File: src/rtl/cpri_unpack_sched_if.sv
// Request/grant and read-burst signals between the CPRI lane buffers, the
// unpack datapath and the scheduler that shares that datapath.
interface cpri_unpack_sched_if #(
    parameter int LANES = 4,
    parameter int AW    = 7
);
    localparam int LW = (LANES > 1) ? $clog2(LANES) : 1;

    logic             i_enable;
    logic [LANES-1:0] i_req;
    logic             i_rready;
    logic [LANES-1:0] o_grant;
    logic [LW-1:0]    o_rd_lane;
    logic             o_rd_en;
    logic [AW-1:0]    o_rd_addr;
    logic             o_sof;
    logic             o_eof;
    logic [LANES-1:0] o_pkt_done;
    logic             o_sym_done;
    logic [LW-1:0]    o_sym_lane;
    logic             o_busy;
    logic             o_err;

    // The scheduler drives the burst; lanes and the datapath sit on the other side.
    modport master (
        input  i_enable, i_req, i_rready,
        output o_grant, o_rd_lane, o_rd_en, o_rd_addr, o_sof, o_eof,
               o_pkt_done, o_sym_done, o_sym_lane, o_busy, o_err
    );

    modport slave (
        output i_enable, i_req, i_rready,
        input  o_grant, o_rd_lane, o_rd_en, o_rd_addr, o_sof, o_eof,
               o_pkt_done, o_sym_done, o_sym_lane, o_busy, o_err
    );
endinterface

File: src/rtl/cpri_unpack_sched.sv
// Round-robin scheduler sharing one CPRI IQ unpack datapath between lanes.
// Optional burst-stall watchdog enabled by defining SCHED_WDOG_EN.
module cpri_unpack_sched #(
    parameter int LANES       = 4,
    parameter int PKT_LEN     = 96,
    parameter int AW          = 7,
    parameter int GAP         = 2,
    parameter int PKT_PER_SYM = 33,
    parameter int WDOG_CYC    = 256
) (
    input  logic                i_clk,
    input  logic                i_reset,
    cpri_unpack_sched_if.master bus
);
    localparam int LW  = (LANES > 1) ? $clog2(LANES) : 1;
    localparam int IW  = LW + 1;
    localparam int GW  = (GAP > 1) ? $clog2(GAP) : 1;
    localparam int SW  = (PKT_PER_SYM > 1) ? $clog2(PKT_PER_SYM) : 1;

    localparam logic [AW-1:0] LAST_ADDR = AW'(PKT_LEN - 1);
    localparam logic [LW-1:0] LAST_LANE = LW'(LANES - 1);
    localparam logic [GW-1:0] GAP_LAST  = GW'((GAP > 0) ? GAP - 1 : 0);
    localparam logic [SW-1:0] SYM_LAST  = SW'(PKT_PER_SYM - 1);

    typedef enum logic [1:0] {
        S_IDLE  = 2'd0,
        S_BURST = 2'd1,
        S_GAP   = 2'd2
    } state_t;

    state_t           state_q, state_d;
    logic [LANES-1:0] grant_q, grant_d;
    logic [LW-1:0]    lane_q, lane_d;
    logic [AW-1:0]    addr_q, addr_d;
    logic [LW-1:0]    rr_q, rr_d;
    logic [GW-1:0]    gap_q, gap_d;
    logic [LANES-1:0] pkt_done_q, pkt_done_d;
    logic             sym_done_q, sym_done_d;
    logic [LW-1:0]    sym_lane_q, sym_lane_d;
    logic [SW-1:0]    sym_cnt_q [LANES];
    logic [SW-1:0]    sym_cnt_d [LANES];

    logic             rd_en;
    logic             end_burst;
    logic             count_pkt;
    logic             pick_found;
    logic [LW-1:0]    pick_lane;
    logic [IW-1:0]    pick_idx;

`ifdef SCHED_WDOG_EN
    localparam int STW = (WDOG_CYC > 1) ? $clog2(WDOG_CYC) : 1;
    localparam logic [STW-1:0] STALL_LAST = STW'(WDOG_CYC - 1);

    logic [STW-1:0]   stall_q, stall_d;
    logic             err_q, err_d;
`else
    logic             unused_wdog;
    assign unused_wdog = ^WDOG_CYC;
`endif

    assign rd_en = (state_q == S_BURST) && bus.i_rready;

    // First requesting lane at or after the round-robin pointer, wrapping.
    always_comb begin
        pick_found = 1'b0;
        pick_lane  = '0;
        pick_idx   = '0;
        for (int i = 0; i < LANES; i++) begin
            pick_idx = {1'b0, rr_q} + IW'(i);
            if (pick_idx >= IW'(LANES)) pick_idx = pick_idx - IW'(LANES);
            if (!pick_found && bus.i_req[pick_idx[LW-1:0]]) begin
                pick_found = 1'b1;
                pick_lane  = pick_idx[LW-1:0];
            end
        end
    end

    always_comb begin
        state_d    = state_q;
        grant_d    = grant_q;
        lane_d     = lane_q;
        addr_d     = addr_q;
        rr_d       = rr_q;
        gap_d      = gap_q;
        pkt_done_d = '0;
        sym_done_d = 1'b0;
        sym_lane_d = sym_lane_q;
        sym_cnt_d  = sym_cnt_q;
        end_burst  = 1'b0;
        count_pkt  = 1'b0;
`ifdef SCHED_WDOG_EN
        stall_d    = stall_q;
        err_d      = err_q;
`endif
        case (state_q)
            S_IDLE: begin
                if (bus.i_enable && pick_found) begin
                    state_d = S_BURST;
                    grant_d = LANES'(1) << pick_lane;
                    lane_d  = pick_lane;
                    addr_d  = '0;
                end
            end
            S_BURST: begin
                if (rd_en) begin
`ifdef SCHED_WDOG_EN
                    stall_d = '0;
`endif
                    if (addr_q == LAST_ADDR) begin
                        end_burst = 1'b1;
                        count_pkt = 1'b1;
                    end else begin
                        addr_d = addr_q + AW'(1);
                    end
                end
`ifdef SCHED_WDOG_EN
                // A stalled burst is dropped without counting toward the symbol.
                else if (stall_q == STALL_LAST) begin
                    end_burst = 1'b1;
                    err_d     = 1'b1;
                end else begin
                    stall_d = stall_q + STW'(1);
                end
`endif
                if (end_burst) begin
                    grant_d            = '0;
                    pkt_done_d[lane_q] = 1'b1;
                    rr_d               = (lane_q == LAST_LANE) ? '0 : lane_q + LW'(1);
                    addr_d             = '0;
                    gap_d              = '0;
                    state_d            = (GAP == 0) ? S_IDLE : S_GAP;
`ifdef SCHED_WDOG_EN
                    stall_d            = '0;
`endif
                end
                if (count_pkt) begin
                    if (sym_cnt_q[lane_q] == SYM_LAST) begin
                        sym_cnt_d[lane_q] = '0;
                        sym_done_d        = 1'b1;
                        sym_lane_d        = lane_q;
                    end else begin
                        sym_cnt_d[lane_q] = sym_cnt_q[lane_q] + SW'(1);
                    end
                end
            end
            S_GAP: begin
                if (gap_q == GAP_LAST) begin
                    state_d = S_IDLE;
                end else begin
                    gap_d = gap_q + GW'(1);
                end
            end
            default: state_d = S_IDLE;
        endcase
    end

    always_ff @(posedge i_clk) begin
        if (i_reset) begin
            state_q    <= S_IDLE;
            grant_q    <= '0;
            lane_q     <= '0;
            addr_q     <= '0;
            rr_q       <= '0;
            gap_q      <= '0;
            pkt_done_q <= '0;
            sym_done_q <= 1'b0;
            sym_lane_q <= '0;
            for (int k = 0; k < LANES; k++) sym_cnt_q[k] <= '0;
`ifdef SCHED_WDOG_EN
            stall_q    <= '0;
            err_q      <= 1'b0;
`endif
        end else begin
            state_q    <= state_d;
            grant_q    <= grant_d;
            lane_q     <= lane_d;
            addr_q     <= addr_d;
            rr_q       <= rr_d;
            gap_q      <= gap_d;
            pkt_done_q <= pkt_done_d;
            sym_done_q <= sym_done_d;
            sym_lane_q <= sym_lane_d;
            sym_cnt_q  <= sym_cnt_d;
`ifdef SCHED_WDOG_EN
            stall_q    <= stall_d;
            err_q      <= err_d;
`endif
        end
    end

    assign bus.o_grant    = grant_q;
    assign bus.o_rd_lane  = lane_q;
    assign bus.o_rd_en    = rd_en;
    assign bus.o_rd_addr  = addr_q;
    assign bus.o_sof      = rd_en && (addr_q == '0);
    assign bus.o_eof      = rd_en && (addr_q == LAST_ADDR);
    assign bus.o_pkt_done = pkt_done_q;
    assign bus.o_sym_done = sym_done_q;
    assign bus.o_sym_lane = sym_lane_q;
    assign bus.o_busy     = (state_q != S_IDLE);
`ifdef SCHED_WDOG_EN
    assign bus.o_err      = err_q;
`else
    assign bus.o_err      = 1'b0;
`endif
endmodule

File: src/flat_wrapper.sv
// flat-port wrapper written by rule: the top's interface ports become plain ports
module cpri_unpack_sched_flat 
#(
    parameter int LANES       = 4,
    parameter int PKT_LEN     = 96,
    parameter int AW          = 7,
    parameter int GAP         = 2,
    parameter int PKT_PER_SYM = 33,
    parameter int WDOG_CYC    = 256
)
  (i_clk, i_reset, bus_i_enable, bus_i_req, bus_i_rready, bus_o_grant, bus_o_rd_lane, bus_o_rd_en, bus_o_rd_addr, bus_o_sof, bus_o_eof, bus_o_pkt_done, bus_o_sym_done, bus_o_sym_lane, bus_o_busy, bus_o_err);
  cpri_unpack_sched_if #(.LANES(LANES), .AW(AW)) bus_i ();
  input  logic i_clk;
  input  logic i_reset;
  input wire logic [$bits(bus_i.i_enable)-1:0] bus_i_enable;
  input wire logic [$bits(bus_i.i_req)-1:0] bus_i_req;
  input wire logic [$bits(bus_i.i_rready)-1:0] bus_i_rready;
  output wire logic [$bits(bus_i.o_grant)-1:0] bus_o_grant;
  output wire logic [$bits(bus_i.o_rd_lane)-1:0] bus_o_rd_lane;
  output wire logic [$bits(bus_i.o_rd_en)-1:0] bus_o_rd_en;
  output wire logic [$bits(bus_i.o_rd_addr)-1:0] bus_o_rd_addr;
  output wire logic [$bits(bus_i.o_sof)-1:0] bus_o_sof;
  output wire logic [$bits(bus_i.o_eof)-1:0] bus_o_eof;
  output wire logic [$bits(bus_i.o_pkt_done)-1:0] bus_o_pkt_done;
  output wire logic [$bits(bus_i.o_sym_done)-1:0] bus_o_sym_done;
  output wire logic [$bits(bus_i.o_sym_lane)-1:0] bus_o_sym_lane;
  output wire logic [$bits(bus_i.o_busy)-1:0] bus_o_busy;
  output wire logic [$bits(bus_i.o_err)-1:0] bus_o_err;
  assign bus_i.i_enable = bus_i_enable;
  assign bus_i.i_req = bus_i_req;
  assign bus_i.i_rready = bus_i_rready;
  assign bus_o_grant = bus_i.o_grant;
  assign bus_o_rd_lane = bus_i.o_rd_lane;
  assign bus_o_rd_en = bus_i.o_rd_en;
  assign bus_o_rd_addr = bus_i.o_rd_addr;
  assign bus_o_sof = bus_i.o_sof;
  assign bus_o_eof = bus_i.o_eof;
  assign bus_o_pkt_done = bus_i.o_pkt_done;
  assign bus_o_sym_done = bus_i.o_sym_done;
  assign bus_o_sym_lane = bus_i.o_sym_lane;
  assign bus_o_busy = bus_i.o_busy;
  assign bus_o_err = bus_i.o_err;
  cpri_unpack_sched #(.LANES(LANES), .PKT_LEN(PKT_LEN), .AW(AW), .GAP(GAP), .PKT_PER_SYM(PKT_PER_SYM), .WDOG_CYC(WDOG_CYC)) u_core (.i_clk(i_clk), .i_reset(i_reset), .bus(bus_i));
endmodule
File: config.mk
export PLATFORM = sky130hd
export DESIGN_NAME = cpri_unpack_sched_flat
export DESIGN_NICKNAME = d
export VERILOG_FILES = /design/src/rtl/cpri_unpack_sched_if.sv /design/src/rtl/cpri_unpack_sched.sv /design/src/flat_wrapper.sv
export SDC_FILE = /design/constraint.sdc
export NUM_CORES = 1
export LEC_CHECK = 0
export ABC_AREA = 1
export CAP_MARGIN = 15
export CORE_ASPECT_RATIO = 1.4
export CORE_UTILIZATION = 59
export DETAILED_ROUTE_END_ITERATION = 10
export HOLD_SLACK_MARGIN = 0.1
export PLACE_DENSITY = 0.81
export SLEW_MARGIN = 15
export SYNTH_ARGS = -nofsm -noshare
export SYNTH_HDL_FRONTEND = slang
export SYNTH_SLANG_ARGS = --single-unit
File: constraint.sdc
create_clock -name i_clk -period 5.46 [get_ports i_clk]
set_input_delay 0.546 -clock i_clk [delete_from_list [all_inputs] [get_ports i_clk]]
set_output_delay 0.546 -clock i_clk [all_outputs]
set_load 0.005 [all_outputs]
After elaboration in Yosys (flattened, before gate mapping)
Cells that the tools add are included.
{"block": "word_totals", "regBits": 49, "input_bits": 8}
{"block": "op_classes", "add_sub_neg": 11, "n_lt_le_gt_ge": 12, "n_eq_ne": 10, "shift": 1, "n_mux": 49, "bitwise_logic": 5, "n_reduce_logical": 25}
{"operator": "$mux W7", "n": 4}
{"operator": "$and A24 B24 Y24", "n": 1}
{"operator": "$bwmux W24", "n": 1}
{"operator": "$mux W2", "n": 12}
{"operator": "$mux W24", "n": 1}
{"operator": "$not A24 Y24", "n": 1}
{"operator": "$mux W6", "n": 3}
{"operator": "$lt A2 B3 Y1 const B", "n": 5}
{"operator": "$mux W1", "n": 15}
{"operator": "$pmux W7 S2", "n": 1}
{"operator": "$bmux W6 S2", "n": 1}
{"operator": "$demux W6 S2", "n": 1}
{"operator": "$ge A3 B3 Y1 const B", "n": 4}
{"operator": "$logic_and A1 B1 Y1", "n": 9}
{"operator": "$reduce_and A3 Y1", "n": 3}
{"operator": "$bmux W1 S2", "n": 4}
{"operator": "$mux W4", "n": 2}
{"operator": "$pmux W4 S2", "n": 1}
{"operator": "$sub A2 B1 Y2 const B", "n": 4}
{"operator": "$add A7 B1 Y7 const B", "n": 1}
{"operator": "$eq A7 B7 Y1 const B", "n": 1}
{"operator": "$logic_not A7 Y1", "n": 1}
{"operator": "$add A2 B2 Y3 const B", "n": 2}
{"operator": "$add A6 B1 Y6 const B", "n": 1}
{"operator": "other kinds (25)", "n": 34}

Longest topological paths before layout
{"block": "logic_depth", "depth_word": 17, "mapped_depth": 13}

Least setup slack after synthesis
OpenSTA, ideal clock, no wires.
{"block": "synth_path", "kind": "reg-to-reg", "startpoint": "register u_core.lane_q[0], in the netlist u_core.bus.o_rd_lane[0]", "endpoint": "register u_core.sym_cnt_q[11] in the netlist's numbering", "setup_time_ns": 0.071, "arrival_time_ns": 1.774, "t_required_ns": 5.389, "slack_ns": 3.615, "stages_incl_launch_ff": 13, "cell_sequence": "dfxtp_1 -> inv_2 -> buf_6 -> o211ai_1 -> nand2_1 -> inv_1 -> ha_1 -> nand2_1 -> nor2_1 -> nand3_2 -> nand2_1 -> nand4_1 -> a21oi_1"}
{"block": "synth_between", "elab_chain_len": 8, "word_cells_on_any_way": 15}
{"item": "start: declaration", "line_no": "cpri_unpack_sched.sv:33", "text": "logic [LW-1:0] lane_q, lane_d;"}
{"item": "start signal: assignment", "line_no": "cpri_unpack_sched.sv:176", "text": "lane_q <= lane_d;"}
{"item": "$not A2 Y3 (not written as such) (*)", "line_no": "cpri_unpack_sched.sv:137, cpri_unpack_sched.sv:138, cpri_unpack_sched.sv:142"}
{"item": "parallel branches: the longest is 6 deep, another holds $add A6 B1 Y6"}
{"item": "$mux W24 (*)", "line_no": "cpri_unpack_sched.sv:137", "text": "if (sym_cnt_q[lane_q] == SYM_LAST) begin"}
{"item": "end signal: assignment", "line_no": "cpri_unpack_sched.sv:183", "text": "sym_cnt_q <= sym_cnt_d;"}
{"item": "end: declaration", "line_no": "cpri_unpack_sched.sv:40", "text": "logic [SW-1:0] sym_cnt_q [LANES];"}
Mark *: on every way between the ends. The select of a mux whose other input is x is not followed.
A chain may end at the register's enable or synchronous reset.

Final worst setup path
{"block": "layout_path", "startpoint": "input port bus_i_rready", "endpoint": "output port bus_o_eof"}
{"block": "layout_between", "elab_chain_len": 2}
{"item": "start: declaration", "line_no": "flat_wrapper.sv:17", "text": "input wire logic [$bits(bus_i.i_rready)-1:0] bus_i_rready;"}
{"item": "$logic_and A1 B1 Y1", "line_no": "cpri_unpack_sched.sv:61", "text": "assign rd_en = (state_q == S_BURST) && bus.i_rready;"}
{"item": "$logic_and A1 B1 Y1", "line_no": "cpri_unpack_sched.sv:196", "text": "assign bus.o_eof = rd_en && (addr_q == LAST_ADDR);"}
{"item": "end: declaration", "line_no": "flat_wrapper.sv:23", "text": "output wire logic [$bits(bus_i.o_eof)-1:0] bus_o_eof;"}
Every way passes these cells.

==> flow_summary.ini <==
[global_routing]
grt_max_degree = 29
gr-total-overflow = 0
grt_pass1_vias = 2210
grt_pass1_wl_um = 9420
grt_usage = 0.254
antenna_found_initial = 0

[synth]
synth_mux_area_frac = 0
syn-num-nets = 405
synth.top_cell.area_share = 0.377
ys.flop_type = dfxtp_1
synth-compound-area-share = 0.137
synth_edf_count = 0
seq_area_frac_synth = 0.377
synth-xor-area-share = 0.0135
synth_cells = 389
synth_seq_cells = 49
syn_area_per_cell_um2 = 6.68
yosys_warnings = 0
synth.area.top_cells = dfxtp_1 38%, nand2_1 17%, a21oi_1 8.5%, nand3_1 6.5%, inv_1 4.9%
async_flop_share = 0
synth-simple-area-share = 0.346
synth.most_common_cell = nand2_1
synth_top_family_by_area = simple AND/OR/NAND/NOR gates
synth_cell_types = 29
synthAdderAreaFrac = 0.0385
synth.cell_area_um2 = 2600
ys_top_cells_by_count = 119 x nand2_1, 49 x dfxtp_1, 44 x a21oi_1
synth_top_area_cell = dfxtp_1

[sta]
clock_skew_ps = 7.17
min_period_over_period = 0.520
hold-worst-slack_ps = 445
tns_ps = 0
slew_headroom = 0.563
fmax_ghz = 0.353
fin_crit_ps = 2840
rsz0062_at_grt = no
finalHoldViolations = 0
setup_viol = 0
drv_slew = 0
worst_slew_pin_slew_ps = 654

[route]
wl_um = 5580
post_drt_wl_per_cell_um = 11.7
via_per_inst = 5.25
drtPass1Iterations = 4
antenna_left = 0
drtIter0Drc = 177
drc = 0
vias = 2497

[clock_network]
ctsResizeCount = 0
clock-sinks = 49
clockRootBuffer = clkbuf_8
cts_buffers = 5
cts.path.max_buffers = 2
ctsHtreeMaxLevel = 2
post_cts_buffers = 0
clk_latency_ps = 300
cts_hold_buf = 0
cts.clk_slew.worst_paths_ps = 80
cts_tree = done

[critical_path]
regToRegSetupSlack_ps = 2890
cp_common_cell = clkdlybuf4s50_1
r2r_start = u_core.bus.o_rd_lane[0]
arrival_ps = 2290
slowest_stage = clkdlybuf4s50_1
critPathRequiredTime_ps = 4910
worstSetupStartpointType = input pin
max_stage_delay_ps = 580
path_cells = clkdlybuf4s50_1 > nand2_1 > nor3b_4 > clkdlybuf4s50_1
critical_path_class = in -> out
cp_top_family = buffers and inverters
rr_endpoint = u_core.sym_cnt_q[11]
worstSetupEndpointType = output pin
path_depth = 4
rr_worst_depth = 13
critPathBufInv = 2
critical_path_peak_fanout = 11

[cells_and_area]
seq_area_um2 = 981
fill_cells = 389
layout-drive-gt1-share = 0.0529
multi_input_area_um2 = 1390
area_growth_pct = 16.0
num_antenna_cells = 0
final_nets = 432

[floorplan]
die_w_um = 58.1
initial_core_util = 0.613
dieArea_um2 = 4680
io_pins = 33
coreArea_um2 = 4240
die_h_um = 80.5
row_count = 28

[placement]
gp_congestion = 0.918
dp_hpwl_um = 4010
portBuffers = 31

[run]
cap_violations = 0

[min_path]
holdPathStages = 2
holdCritPathClass = reg -> reg
min_from = u_core.bus.o_sym_lane[1]
holdPathEnd = u_core.bus.o_sym_lane[1]

[power]
ir_drop_mv = 0.158
power_density_nw_per_um2 = 217
power_leakage_uw = 0.00130

[run_status]
outcome = completed
## state kept, by name, indices dropped and copies added, names as in the netlist
signal,count
u_core.sym_cnt_q,24
u_core.bus.o_rd_addr,7
u_core.bus.o_grant,4
u_core.bus.o_pkt_done,4
u_core.bus.o_rd_lane,2
u_core.bus.o_sym_lane,2
u_core.rr_q,2
u_core.state_q,2
u_core.bus.o_sym_done,1
u_core.gap_q,1
## final cells by class
type / instances / area share
Multi-Input combinational cell: 287 / 0.462
Clock buffer: 6 / 0.0274
Clock inverter: 1 / 0.00249
Timing Repair Buffer: 32 / 0.105
Inverter: 41 / 0.0527
Sequential cell: 49 / 0.325
Tap cell: 60 / 0.0249
## tightest hold or removal path: stages (launching register included)
cell	delay [ps]
dfxtp_1	310
inv_1	40
a21oi_1	50
## layer usage
layer / up-vias / routed length, um / track usage / share of wire
met5: - / 0 / 0 / 0
met4: 0 / 121 / 0.0905 / 0.022
met3: 12 / 193 / 0.0403 / 0.035
met2: 60 / 2870 / 0.471 / 0.52
met1: 1106 / 2390 / 0.286 / 0.43
li1: 1319 / - / - / -
## cells in the final DEF, fill, tap and decap left out
| cell type | count |
|---|---|
| nor4_1 | 3 |
| o21ai_1 | 4 |
| nor2_4 | 1 |
| nor3b_1 | 1 |
| conb_1 | 1 |
| nand2_1 | 119 |
| nand3b_1 | 2 |
| clkbuf_8 | 6 |
| clkinvlp_4 | 1 |
| nand3_1 | 34 |
| a21oi_1 | 44 |
| xnor2_1 | 1 |
| o21a_1 | 1 |
| xor2_1 | 3 |
| nor3b_4 | 1 |
| nor3_1 | 2 |
| inv_1 | 34 |
| o21ai_0 | 20 |
| nand2_2 | 1 |
| nand3_2 | 4 |
| clkinv_2 | 4 |
| inv_2 | 3 |
| o211ai_1 | 1 |
| clkdlybuf4s50_1 | 31 |
| nand4_1 | 8 |
| ha_1 | 8 |
| dfxtp_1 | 49 |
| buf_4 | 1 |
| nor2_1 | 28 |
## power breakdown
part           internal [uW]  total [uW]  switching [uW]
Combinational           28.8        73.4            44.6
Clock                    100         214             114
Sequential               361         367            6.03
Total                    490         655             165
## metrics by stage
| stage | total power (uW) | setup slack (ps) | utilization | instances | instance area (um^2) |
|---|---|---|---|---|---|
| after floorplan | 424 | 3620 | - | 389 | 2600 |
| after global placement | 447 | 2650 | 0.690 | 469 | 2930 |
| after detailed placement | 448 | 2630 | 0.690 | 469 | 2930 |
| after CTS | 659 | 2620 | 0.712 | 476 | 3020 |
| after global routing | 683 | 2510 | 0.712 | 476 | 3020 |
| final | 655 | 2620 | 0.712 | 476 | 3020 |
## worst max path at each step
stage                             from  slack (ps)              endpoint
2_1_floorplan  u_core.bus.o_rd_lane[0]        3620  u_core.sym_cnt_q[11]
3_3_place_gp              bus_i_rready        2650             bus_o_eof
3_5_place_dp              bus_i_rready        2630             bus_o_eof
4_1_cts                   bus_i_rready        2620             bus_o_eof
5_1_grt                   bus_i_rready        2510             bus_o_eof
6_report                  bus_i_rready        2620             bus_o_eof
## cell families (layout without fill, tap and decap cells)
group	Yosys count	after routing
compound gates	70	70
xor+xnor	4	4
fa+ha+maj	8	8
buf+inv	53	80
flops	49	49
other cells	1	1
simple gates	204	204
(Power assumes the default switching activity.)
